[config.mk]
export PLATFORM = sky130hd
export DESIGN_NAME = npu_load_arbiter_flat
export DESIGN_NICKNAME = d
export VERILOG_FILES = /design/src/rtl/npu_pkg.sv /design/src/rtl/npu_load_arbiter_if.sv /design/src/rtl/npu_rr_arbiter.sv /design/src/rtl/npu_load_arbiter.sv /design/src/flat_wrapper.sv
export SDC_FILE = /design/constraint.sdc
export NUM_CORES = 1
export LEC_CHECK = 0
export CORE_ASPECT_RATIO = 0.8
export CORE_UTILIZATION = 27
export CTS_BUF_LIST = sky130_fd_sc_hd__clkbuf_4
export DETAILED_ROUTE_END_ITERATION = 10
export PLACE_DENSITY = 0.44
export SKIP_CTS_REPAIR_TIMING = 1
export SLEW_MARGIN = 20
export SYNTH_ARGS = -nofsm -noshare
export SYNTH_HDL_FRONTEND = slang
export SYNTH_HIERARCHICAL = 1
export SYNTH_SLANG_ARGS = --single-unit
[constraint.sdc]
create_clock -name clk -period 2.3 [get_ports clk]
set_input_delay 0.46 -clock clk [delete_from_list [all_inputs] [get_ports clk]]
set_output_delay 0.46 -clock clk [all_outputs]
set_load 0.02 [all_outputs]
[src/rtl/npu_pkg.sv]
// Shared constants and encodings for the NPU load arbiter:
// default packet lengths, one-hot FSM states and the watchdog limit.
package npu_pkg;

  localparam int WEIGHT_LEN_DEF = 36;
  localparam int DATA_LEN_DEF   = 10;
  localparam int DATA_PKTS_DEF  = 3;
  localparam int TIMEOUT_LIMIT  = 1023;
  localparam int TIMEOUT_CNT_W  = 16;

  typedef enum logic [4:0] {
    ST_IDLE     = 5'b00001,
    ST_SOP      = 5'b00010,
    ST_BEAT     = 5'b00100,
    ST_CHECK    = 5'b01000,
    ST_WAIT_NPU = 5'b10000
  } state_t;

  typedef enum logic {
    SRC_W = 1'b0,
    SRC_D = 1'b1
  } src_t;

  function automatic int max_int(input int a, input int b);
    return (a > b) ? a : b;
  endfunction

endpackage

[src/rtl/npu_load_arbiter_if.sv]
// Source/sink handshake bundle for the NPU load arbiter. The master modport
// is the arbiter side; the slave modport is the sources plus the NPU.
interface npu_load_arbiter_if;

  logic req_w;
  logic req_d;
  logic beat_vld_w;
  logic beat_vld_d;
  logic gnt_w;
  logic gnt_d;
  logic wr_sop_weight;
  logic wr_vld_weight;
  logic wr_eop_weight;
  logic wr_sop_data;
  logic wr_vld_data;
  logic wr_eop_data;
  logic err_weight;
  logic err_data;
  logic save_finish;
  logic busy;
  logic timeout;

  modport master (
    input  req_w, req_d, beat_vld_w, beat_vld_d, err_weight, err_data, save_finish,
    output gnt_w, gnt_d, wr_sop_weight, wr_vld_weight, wr_eop_weight,
           wr_sop_data, wr_vld_data, wr_eop_data, busy, timeout
  );

  modport slave (
    output req_w, req_d, beat_vld_w, beat_vld_d, err_weight, err_data, save_finish,
    input  gnt_w, gnt_d, wr_sop_weight, wr_vld_weight, wr_eop_weight,
           wr_sop_data, wr_vld_data, wr_eop_data, busy, timeout
  );

endinterface

[src/rtl/npu_rr_arbiter.sv]
// Two-way round-robin arbiter with eligibility masking. Bit 0 is weight,
// bit 1 is data; weight holds priority out of reset.
module npu_rr_arbiter (
  input  logic       clk,
  input  logic       rst_n,
  input  logic [1:0] req,
  input  logic [1:0] elig,
  input  logic       update,
  output logic [1:0] gnt
);

  logic [1:0] cand;
  logic       prio_w_reg;

  assign cand = req & elig;

  always_comb begin
    gnt = 2'b00;
    if (cand == 2'b11) begin
      gnt = prio_w_reg ? 2'b01 : 2'b10;
    end else begin
      gnt = cand;
    end
  end

  // Priority goes to whichever source did not win the last grant
  always_ff @(posedge clk or negedge rst_n) begin
    if (!rst_n) begin
      prio_w_reg <= 1'b1;
    end else if (update && (gnt != 2'b00)) begin
      prio_w_reg <= gnt[1];
    end
  end

endmodule

[src/rtl/npu_load_arbiter.sv]
// Arbitrates weight and data packet sources onto their NPU write channels,
// one round = one weight packet + DATA_PKTS data packets, then waits for the
// NPU. Define NPU_LOAD_ARB_TIMEOUT_EN to add the WAIT_NPU watchdog.
module npu_load_arbiter
  import npu_pkg::*;
#(
  parameter int WEIGHT_LEN = WEIGHT_LEN_DEF,
  parameter int DATA_LEN   = DATA_LEN_DEF,
  parameter int DATA_PKTS  = DATA_PKTS_DEF
) (
  input logic                 clk,
  input logic                 rst_n,
  npu_load_arbiter_if.master  bus
);

  localparam int BEAT_W = $clog2(max_int(WEIGHT_LEN, DATA_LEN) + 1);
  localparam int PKT_W  = $clog2(DATA_PKTS + 1);
  localparam logic [BEAT_W-1:0] W_LAST = BEAT_W'(WEIGHT_LEN - 1);
  localparam logic [BEAT_W-1:0] D_LAST = BEAT_W'(DATA_LEN - 1);
  localparam logic [PKT_W-1:0]  D_FULL = PKT_W'(DATA_PKTS);

  state_t             state_reg;
  src_t               owner_reg;
  logic               gnt_w_reg;
  logic               gnt_d_reg;
  logic               w_done_reg;
  logic [PKT_W-1:0]   d_cnt_reg;
  logic [BEAT_W-1:0]  beat_cnt_reg;

  logic [1:0]         elig;
  logic [1:0]         arb_gnt;
  logic               arb_update;
  logic               sel_vld;
  logic               sel_last;
  logic               sel_err;
  logic               beat_fire;
  logic               eop_fire;
  logic               w_done_next;
  logic [PKT_W-1:0]   d_cnt_next;

`ifdef NPU_LOAD_ARB_TIMEOUT_EN
  localparam logic [TIMEOUT_CNT_W-1:0] WD_LAST = TIMEOUT_CNT_W'(TIMEOUT_LIMIT - 1);
  logic [TIMEOUT_CNT_W-1:0] wd_cnt_reg;
  logic                     timeout_reg;
`endif

  assign elig       = {(d_cnt_reg < D_FULL), ~w_done_reg};
  assign arb_update = (state_reg == ST_IDLE);

  npu_rr_arbiter u_rr (
    .clk    (clk),
    .rst_n  (rst_n),
    .req    ({bus.req_d, bus.req_w}),
    .elig   (elig),
    .update (arb_update),
    .gnt    (arb_gnt)
  );

  assign sel_vld   = (owner_reg == SRC_W) ? bus.beat_vld_w : bus.beat_vld_d;
  assign sel_last  = (beat_cnt_reg == ((owner_reg == SRC_W) ? W_LAST : D_LAST));
  assign sel_err   = (owner_reg == SRC_W) ? bus.err_weight : bus.err_data;
  assign beat_fire = (state_reg == ST_BEAT) & sel_vld;
  assign eop_fire  = beat_fire & sel_last;

  // A packet flagged with a length error is not counted, so the source resends it
  always_comb begin
    w_done_next = w_done_reg;
    d_cnt_next  = d_cnt_reg;
    if (!sel_err) begin
      if (owner_reg == SRC_W) begin
        w_done_next = 1'b1;
      end else begin
        d_cnt_next = d_cnt_reg + PKT_W'(1);
      end
    end
  end

  always_ff @(posedge clk or negedge rst_n) begin
    if (!rst_n) begin
      state_reg    <= ST_IDLE;
      owner_reg    <= SRC_W;
      gnt_w_reg    <= 1'b0;
      gnt_d_reg    <= 1'b0;
      w_done_reg   <= 1'b0;
      d_cnt_reg    <= '0;
      beat_cnt_reg <= '0;
`ifdef NPU_LOAD_ARB_TIMEOUT_EN
      wd_cnt_reg   <= '0;
      timeout_reg  <= 1'b0;
`endif
    end else begin
`ifdef NPU_LOAD_ARB_TIMEOUT_EN
      timeout_reg <= 1'b0;
`endif
      case (state_reg)
        ST_IDLE: begin
          if (arb_gnt != 2'b00) begin
            owner_reg    <= arb_gnt[1] ? SRC_D : SRC_W;
            gnt_w_reg    <= arb_gnt[0];
            gnt_d_reg    <= arb_gnt[1];
            beat_cnt_reg <= '0;
            state_reg    <= ST_SOP;
          end
        end
        ST_SOP: begin
          state_reg <= ST_BEAT;
        end
        ST_BEAT: begin
          if (beat_fire) begin
            if (sel_last) begin
              beat_cnt_reg <= '0;
              gnt_w_reg    <= 1'b0;
              gnt_d_reg    <= 1'b0;
              state_reg    <= ST_CHECK;
            end else begin
              beat_cnt_reg <= beat_cnt_reg + BEAT_W'(1);
            end
          end
        end
        ST_CHECK: begin
          w_done_reg <= w_done_next;
          d_cnt_reg  <= d_cnt_next;
          state_reg  <= (w_done_next && (d_cnt_next == D_FULL)) ? ST_WAIT_NPU : ST_IDLE;
`ifdef NPU_LOAD_ARB_TIMEOUT_EN
          wd_cnt_reg <= '0;
`endif
        end
        ST_WAIT_NPU: begin
          if (bus.save_finish) begin
            w_done_reg   <= 1'b0;
            d_cnt_reg    <= '0;
            beat_cnt_reg <= '0;
            state_reg    <= ST_IDLE;
          end
`ifdef NPU_LOAD_ARB_TIMEOUT_EN
          else if (wd_cnt_reg == WD_LAST) begin
            timeout_reg  <= 1'b1;
            w_done_reg   <= 1'b0;
            d_cnt_reg    <= '0;
            beat_cnt_reg <= '0;
            state_reg    <= ST_IDLE;
          end else begin
            wd_cnt_reg <= wd_cnt_reg + TIMEOUT_CNT_W'(1);
          end
`endif
        end
        default: begin
          state_reg <= ST_IDLE;
        end
      endcase
    end
  end

  // Beats pass straight through while in BEAT; outputs fall to 0 as soon as state is IDLE
  assign bus.gnt_w         = gnt_w_reg;
  assign bus.gnt_d         = gnt_d_reg;
  assign bus.wr_sop_weight = (state_reg == ST_SOP) & (owner_reg == SRC_W);
  assign bus.wr_vld_weight = beat_fire & (owner_reg == SRC_W);
  assign bus.wr_eop_weight = eop_fire & (owner_reg == SRC_W);
  assign bus.wr_sop_data   = (state_reg == ST_SOP) & (owner_reg == SRC_D);
  assign bus.wr_vld_data   = beat_fire & (owner_reg == SRC_D);
  assign bus.wr_eop_data   = eop_fire & (owner_reg == SRC_D);
  assign bus.busy          = (state_reg != ST_IDLE);

`ifdef NPU_LOAD_ARB_TIMEOUT_EN
  assign bus.timeout = timeout_reg;
`else
  assign bus.timeout = 1'b0;
`endif

endmodule
[src/flat_wrapper.sv]
// flat-port wrapper written by rule: the top's interface ports become plain ports
module npu_load_arbiter_flat import npu_pkg::*;
#(
  parameter int WEIGHT_LEN = WEIGHT_LEN_DEF,
  parameter int DATA_LEN   = DATA_LEN_DEF,
  parameter int DATA_PKTS  = DATA_PKTS_DEF
)
  (clk, rst_n, bus_req_w, bus_req_d, bus_beat_vld_w, bus_beat_vld_d, bus_err_weight, bus_err_data, bus_save_finish, bus_gnt_w, bus_gnt_d, bus_wr_sop_weight, bus_wr_vld_weight, bus_wr_eop_weight, bus_wr_sop_data, bus_wr_vld_data, bus_wr_eop_data, bus_busy, bus_timeout);
  npu_load_arbiter_if bus_i ();
  input logic clk;
  input logic rst_n;
  input wire logic [$bits(bus_i.req_w)-1:0] bus_req_w;
  input wire logic [$bits(bus_i.req_d)-1:0] bus_req_d;
  input wire logic [$bits(bus_i.beat_vld_w)-1:0] bus_beat_vld_w;
  input wire logic [$bits(bus_i.beat_vld_d)-1:0] bus_beat_vld_d;
  input wire logic [$bits(bus_i.err_weight)-1:0] bus_err_weight;
  input wire logic [$bits(bus_i.err_data)-1:0] bus_err_data;
  input wire logic [$bits(bus_i.save_finish)-1:0] bus_save_finish;
  output wire logic [$bits(bus_i.gnt_w)-1:0] bus_gnt_w;
  output wire logic [$bits(bus_i.gnt_d)-1:0] bus_gnt_d;
  output wire logic [$bits(bus_i.wr_sop_weight)-1:0] bus_wr_sop_weight;
  output wire logic [$bits(bus_i.wr_vld_weight)-1:0] bus_wr_vld_weight;
  output wire logic [$bits(bus_i.wr_eop_weight)-1:0] bus_wr_eop_weight;
  output wire logic [$bits(bus_i.wr_sop_data)-1:0] bus_wr_sop_data;
  output wire logic [$bits(bus_i.wr_vld_data)-1:0] bus_wr_vld_data;
  output wire logic [$bits(bus_i.wr_eop_data)-1:0] bus_wr_eop_data;
  output wire logic [$bits(bus_i.busy)-1:0] bus_busy;
  output wire logic [$bits(bus_i.timeout)-1:0] bus_timeout;
  assign bus_i.req_w = bus_req_w;
  assign bus_i.req_d = bus_req_d;
  assign bus_i.beat_vld_w = bus_beat_vld_w;
  assign bus_i.beat_vld_d = bus_beat_vld_d;
  assign bus_i.err_weight = bus_err_weight;
  assign bus_i.err_data = bus_err_data;
  assign bus_i.save_finish = bus_save_finish;
  assign bus_gnt_w = bus_i.gnt_w;
  assign bus_gnt_d = bus_i.gnt_d;
  assign bus_wr_sop_weight = bus_i.wr_sop_weight;
  assign bus_wr_vld_weight = bus_i.wr_vld_weight;
  assign bus_wr_eop_weight = bus_i.wr_eop_weight;
  assign bus_wr_sop_data = bus_i.wr_sop_data;
  assign bus_wr_vld_data = bus_i.wr_vld_data;
  assign bus_wr_eop_data = bus_i.wr_eop_data;
  assign bus_busy = bus_i.busy;
  assign bus_timeout = bus_i.timeout;
  npu_load_arbiter #(.WEIGHT_LEN(WEIGHT_LEN), .DATA_LEN(DATA_LEN), .DATA_PKTS(DATA_PKTS)) u_core (.clk(clk), .rst_n(rst_n), .bus(bus_i));
endmodule
==> reports/qor.yml, run 1 <==
clocking:
  root_buffer: "clkbuf_4"
  cts.sinks: 18
  cts_tree: "yes"
  htreeDepth: 1
  clk_pin_slew_ns: 0.11
  clockBufferDepth: 2
  cts_buffers: 3
  clk_latency_ns: 0.30
pwr:
  clkPwrFrac: 0.116
  power.density_nw_per_um2: 955.0
  leakage_nw: 0.7334
  combPwrFrac: 0.544
  power_mw: 1.448
  power.internal_mw: 0.8507
  ir_drop_uv: 361.8
  netSwitchingFraction: 0.4126
  pwr-share-seq: 0.340
  p_switching_mw: 0.5975
floorplanning:
  die_h_um: 60.37
  fp.coreArea_um2: 3929
  io_pins: 19
  initial_utilization: 0.2927
  die_w_um: 74.96
  dieArea_um2: 4525
  rows: 20
final_layout:
  largest_reg_flops: 6
  final_nets: 162
  drive_gt1_frac: 0.2467
  syn_to_final_growth_pct: 31.88
  num-fill-cells: 421
  diodes: 0
synth:
  yosys_warnings: 6
  netlist_area_um2: 1150
  syn-num-nets: 129
  ys_ff_latch: 18
  synth-edff-count: 0
  synth_top_area_cell: "dfrtp_1"
  postSynthCellCount: 118
  synth_ff_type: "dfrtp_1"
  ys_types: 46
  syn_area_per_cell_um2: 9.745
  synth.top_cell.area_share: 0.3482
  synth.area.top_cells: "dfrtp_1 (35%), nor2_1 (4.9%), dfstp_2 (4.6%)"
  ys_seq_area_frac: 0.3939
  synthArstFlopShare: 1.000
worst_setup_path:
  cp_data_arrival_time_ns: 1.75
  reg2reg_slack_ns: 0.26
  critPathMaxFanout: 4
  critPathBufInv: 1
  critPathCaptureType: "primary output"
  critPathTopFamily: "simple AND/OR/NAND/NOR gates"
  path_class: "register to primary output"
  startpoint_type: "register"
  required_ns: 1.84
  path_cells: "and4bb_2, o211ai_4, or2_2, nor2_1, dlymetal6s2s_1"
  cp_slowest_cell: "dfrtp_1"
  max_stage_delay_ns: 0.42
drt:
  dr.first_iter.drc_count: 41
  totalWireLength_mm: 2.703
  route.detailed.drc: 0
  antenna_left: 0
  vias: 964
  vias_per_cell: 4.702
  dr.pass1.iters: 4
  routedWlPerCell_um: 13.19
timing:
  period_share: 0.9592
  period_minus_slack_ns: 2.206
  hold_violations: 0
  rsz0062_at_grt: "no"
  skew_ns: 0.006722
  setup_viol: 0
  drv_slew: 0
  fmax_ghz: 0.4533
  fin_hold_ws_ns: 0.4830
min_path:
  hold_class: "primary input to async pin"
global_routing:
  overflow: 0
  grt_start_max_net_pins: 19
  grt_pass1_vias: 909
  grt_pass1_wl_mm: 4.491
  antenna_found_initial: 0
  grt_use_total: 0.1371
place:
  dp_hpwl_mm: 2.145
  gp_congestion: 0.7632
  io_buffer_count: 17
run:
  drv_cap: 0
outcome:
  outcome: "complete, no violations"
## placed cells by master, fill, tap and decap left out, types with 3 or more instances in the layout
cell type	count
a22o_1	3
a31oi_1	3
a32o_1	3
and2_1	3
and4bb_2	3
buf_4	15
clkbuf_4	3
clkdlybuf4s50_1	10
dfrtp_1	16
dlymetal6s2s_1	6
inv_1	7
nand2_1	7
nand2_2	3
nand3_1	6
nor2_1	15
o211ai_1	3
## cell families after synthesis
family	share of synthesized area
AOI/OAI and AO/OA	0.2242
adders and majority gates	0.02176
buffers and inverters	0.04135
DFF	0.3939
muxes	0.009793
other	0.003261
and+or+nand+nor	0.3058
## cell type report
class,count,area [um2],share of cell area
clock buffers,3,22.52,0.01485
well taps,55,68.82,0.04538
clock inverters,1,3.754,0.002475
repair buffers,32,292.8,0.1931
inverters,7,26.28,0.01733
multi-input cells,89,649.4,0.4282
flip-flops and latches,18,452.9,0.2987
## power by group through the flow
| stage | registers, mW | logic [mW] | clock network [mW] |
|---|---|---|---|
| finish | 0.492 | 0.788 | 0.168 |
| global route | 0.508 | 0.861 | 0.195 |
| CTS | 0.492 | 0.799 | 0.176 |
| detailed placement | 0.498 | 0.797 | 0 |
| global placement | 0.499 | 0.802 | 0 |
| floorplan | 0.502 | 0.494 | 0 |
## final timing paths
path	startpoint	end	cells past startpoint
max in group asynchronous	rst_n	u_core/state_reg[0]	2
max reg2reg	u_core/d_cnt_reg[0]	u_core/beat_cnt_reg[2]	9
max	u_core/beat_cnt_reg[5]	bus_wr_eop_weight	5
min	rst_n	u_core/bus.gnt_w	2
min in group clk	u_core/bus.gnt_w	u_core/bus.gnt_w	1
min reg2reg	u_core/bus.gnt_w	u_core/bus.gnt_w	1
## Yosys cell counts (all sizes together) (2+ instances only)
| cell type | count |
|---|---|
| ha | 2 |
| nor2 | 16 |
| nand4 | 2 |
| and2 | 3 |
| and4bb | 3 |
| a22o | 3 |
| o211a | 2 |
| nand3b | 2 |
| a21oi | 2 |
| a31oi | 3 |
| nor3 | 3 |
| nand2b | 2 |
| o221ai | 2 |
| buf | 3 |
| and3 | 2 |
| nand2 | 10 |
| inv | 7 |
| o21ai | 3 |
| o211ai | 4 |
| dfrtp | 16 |
| nand3 | 6 |
| dfstp | 2 |
| nor2b | 2 |
| a32o | 3 |
## routing by layer
metal | up-vias | track usage | share of wire
met4 | 0 | 0.04852 | 0.0070
met2 | 14 | 0.1866 | 0.40
met3 | 2 | 0.01993 | 0.031
li1 | 498 | - | -
met5 | - | 0 | 0
met1 | 450 | 0.2169 | 0.56
## worst reg2reg max path: stages, from the launching register on
cell	delay [ns]
dfrtp_1	0.43
ha_1	0.22
inv_1	0.07
nand2_1	0.06
o211a_1	0.23
nor4b_1	0.26
nand2_1	0.13
o211a_4	0.16
o21a_4	0.13
a32o_1	0.25
## through the flow
step | instance area (um2) | TNS, ns | instances | worst slack [ns] | util
finish | 1516 | 0 | 205 | 0.09386 | 0.3860
global route | 1516 | 0 | 205 | 0.002295 | 0.3860
CTS | 1506 | -1.009 | 205 | -0.3080 | 0.3834
detailed placement | 1480 | 0 | 201 | 0.02902 | 0.3768
global placement | 1480 | 0 | 201 | 0.03485 | 0.3768
floorplan | 1150 | 0 | 118 | 0.3351 | -
Power figures use the tool's default switching activity.
==> inputs of run 2 (changes only) <==
PLACE_DENSITY = 0.49   (was 0.44)
==> run 2 against run 1 <==
Net effect:
- clock power shrank 4%
- register-to-register slack is essentially flat
- combinational power is 1% lower
- die area unchanged
- maximum frequency rose by 0.57%
- non-clock buffer count fell by 1
- flip-flop and latch count did not move
- worst hold slack lost 0.0013 ns
- setup slack improved by 0.013 ns
- utilization grew 0.19 points
- clock skew is 0.0038 ns lower
- first-iteration DRC count is 2.4% lower
- largest cell class unchanged
- highest routed layer unchanged
==> reports/qor.yml, run 2 (synthesis results as in run 1) <==
worst_setup_path:
  reg2reg_slack_ns: 0.26  # about the same
  r2r_cells: 9  # unchanged
  r2r_start: "u_core/d_cnt_reg[0]"
  required_ns: 1.84  # about the same
  critPathMaxFanout: 3  # -1
  path_class: "register to primary output"
  timing.rr.end: "u_core/beat_cnt_reg[5]"
  critPathCaptureType: "primary output"
  startpoint_type: "register"
  cp_data_arrival_time_ns: 1.73  # -0.02 ns
place:
  io_buffer_count: 17  # unchanged
  pre_cts_ws_ns: 0.006712  # -0.02230 ns
  place_inst: 200  # -0.50%
  gp_congestion: 0.7978  # +4.5%
  dp_hpwl_mm: 2.047  # -4.6%
drt:
  antenna_left: 0  # unchanged
  routedWlPerCell_um: 12.70  # -3.7%
  dr.pass1.iters: 4  # unchanged
  totalWireLength_mm: 2.591  # -4.1%
  vias_per_cell: 4.868  # +3.5%
  vias: 993  # +3.0%
  dr.first_iter.drc_count: 40  # -2.4%
  route.detailed.drc: 0  # unchanged
pwr:
  ir_drop_uv: 313.9  # -13%
  leakage_nw: 0.7429  # +1.3%
  power.density_nw_per_um2: 943.0  # -1.3%
global_routing:
  grt_start_max_net_pins: 19  # unchanged
  grt_pass1_vias: 950  # +4.5%
  grt_use_total: 0.1304  # -0.006689
  antenna_found_initial: 0  # unchanged
  overflow: 0  # unchanged
  grt_pass1_wl_mm: 4.388  # -2.3%
final_layout:
  diodes: 0  # unchanged
  largest_reg_flops: 6  # unchanged
  final_common_cell: "dfrtp_1"
  num-fill-cells: 396  # -5.9%
  final_cell_mix: "dfrtp_1 (15), nor2_1 (14), buf_4 (14)"
  drive_gt1_frac: 0.2483  # +0.001655
  final_nets: 161  # -0.62%
  syn_to_final_growth_pct: 32.54
  finalNonFillerCells: 204  # -0.49%
  finish.utilization: 0.3879  # +0.001911
  seqCellArea_um2: 454.2  # +0.28%
  multi_input_area_um2: 658.1  # +1.3%
floorplanning:
  initial_utilization: 0.2927  # unchanged
  die_w_um: 74.96  # unchanged
  dieArea_um2: 4525  # unchanged
  rows: 20  # unchanged
  fp.coreArea_um2: 3929  # unchanged
  io_pins: 19  # unchanged
  die_h_um: 60.37  # unchanged
clocking:
  clk_pin_slew_ns: 0.10  # about the same
  clockBufferDepth: 2  # unchanged
  cts.sinks: 18  # unchanged
  cts_buffers: 3  # unchanged
  cts_tree: "yes"
  htreeDepth: 1  # unchanged
  root_buffer: "clkbuf_4"
  clk_latency_ns: 0.29  # about the same
min_path:
  hold_class: "primary input to async pin"
run:
  drv_cap: 0  # unchanged
timing:
  hold_violations: 0  # unchanged
  setup_ws_ns: 0.1064  # +0.01258 ns
  setup_viol: 0  # unchanged
  drv_slew: 0  # unchanged
  rsz0062_at_grt: "no"
  period_share: 0.9537  # -0.005468
  fmax_ghz: 0.4559  # +0.57%
  skew_ns: 0.002895  # -0.003827 ns
  period_minus_slack_ns: 2.194  # -0.01258 ns
outcome:
  outcome: "complete, no violations"
run 2: changes by cell type in the layout (fill, tap and decap cells not counted):
cell             previous run  this run
buf_4                      15        14
clkbuf_2                    1         0
clkdlybuf4s50_1            10        11
dfrtp_1                    16        15
dfrtp_2                     0         1
nor2_1                     15        14
nor2_2                      0         1
nor3_2                      1         0
nor3_4                      0         1
run 2: where the power goes:
group,internal (mW),leakage [nW],switching (mW)
sequential,0.411,0.232,0.0865
clock,0.0632,0.0154,0.0993
combinational,0.375,0.496,0.401
total,0.850,0.743,0.587
run 2: worst max-delay path by stage:
stage | from | cells after the start | slack (ns) | endpoint
after floorplan | u_core/owner_reg | 5 | 0.34 | bus_wr_eop_weight
after global placement | u_core/owner_reg | 5 | 0.03 | bus_wr_eop_weight
after detailed placement | bus_req_d | 8 | 0.007 | u_core/beat_cnt_reg[2]
after CTS | u_core/owner_reg | 5 | -0.31 | bus_wr_eop_weight
after global routing | u_core/owner_reg | 5 | 0.02 | bus_wr_eop_weight
final | u_core/owner_reg | 5 | 0.11 | bus_wr_eop_weight
run 2: final cells by class:
class                   instances  share of cell area
multi-input cells              89              0.4319
clock inverters                 1            0.002463
inverters                       7             0.01724
flip-flops and latches         18              0.2980
well taps                      55             0.04516
repair buffers                 31              0.1905
clock buffers                   3             0.01478
run 2: layer usage:
layer	track usage	share of wire	wire, um
met1	0.1910	0.53	1370
met2	0.1982	0.43	1104
met3	0.02492	0.035	90
met4	0.03235	0.0096	25
met5	0	0	0
run 2: through the flow:
| stage | power [mW] | TNS [ns] | hold slack [ns] | instance area [um2] |
|---|---|---|---|---|
| floorplan | 0.9958 | 0 | 0.1644 | 1150 |
| global placement | 1.274 | 0 | 0.4866 | 1473 |
| detailed placement | 1.277 | 0 | 0.4885 | 1473 |
| CTS | 1.448 | -1.044 | 0.4791 | 1499 |
| global route | 1.557 | 0 | 0.5072 | 1524 |
| finish | 1.437 | 0 | 0.4817 | 1524 |
run 2: worst max-delay path, cell delays in order, from the launching register on:
cell and delay, ns:
dfrtp_1 0.42, and4bb_2 0.33, o211ai_4 0.08, or2_2 0.29, nor2_1 0.10, dlymetal6s2s_1 0.23
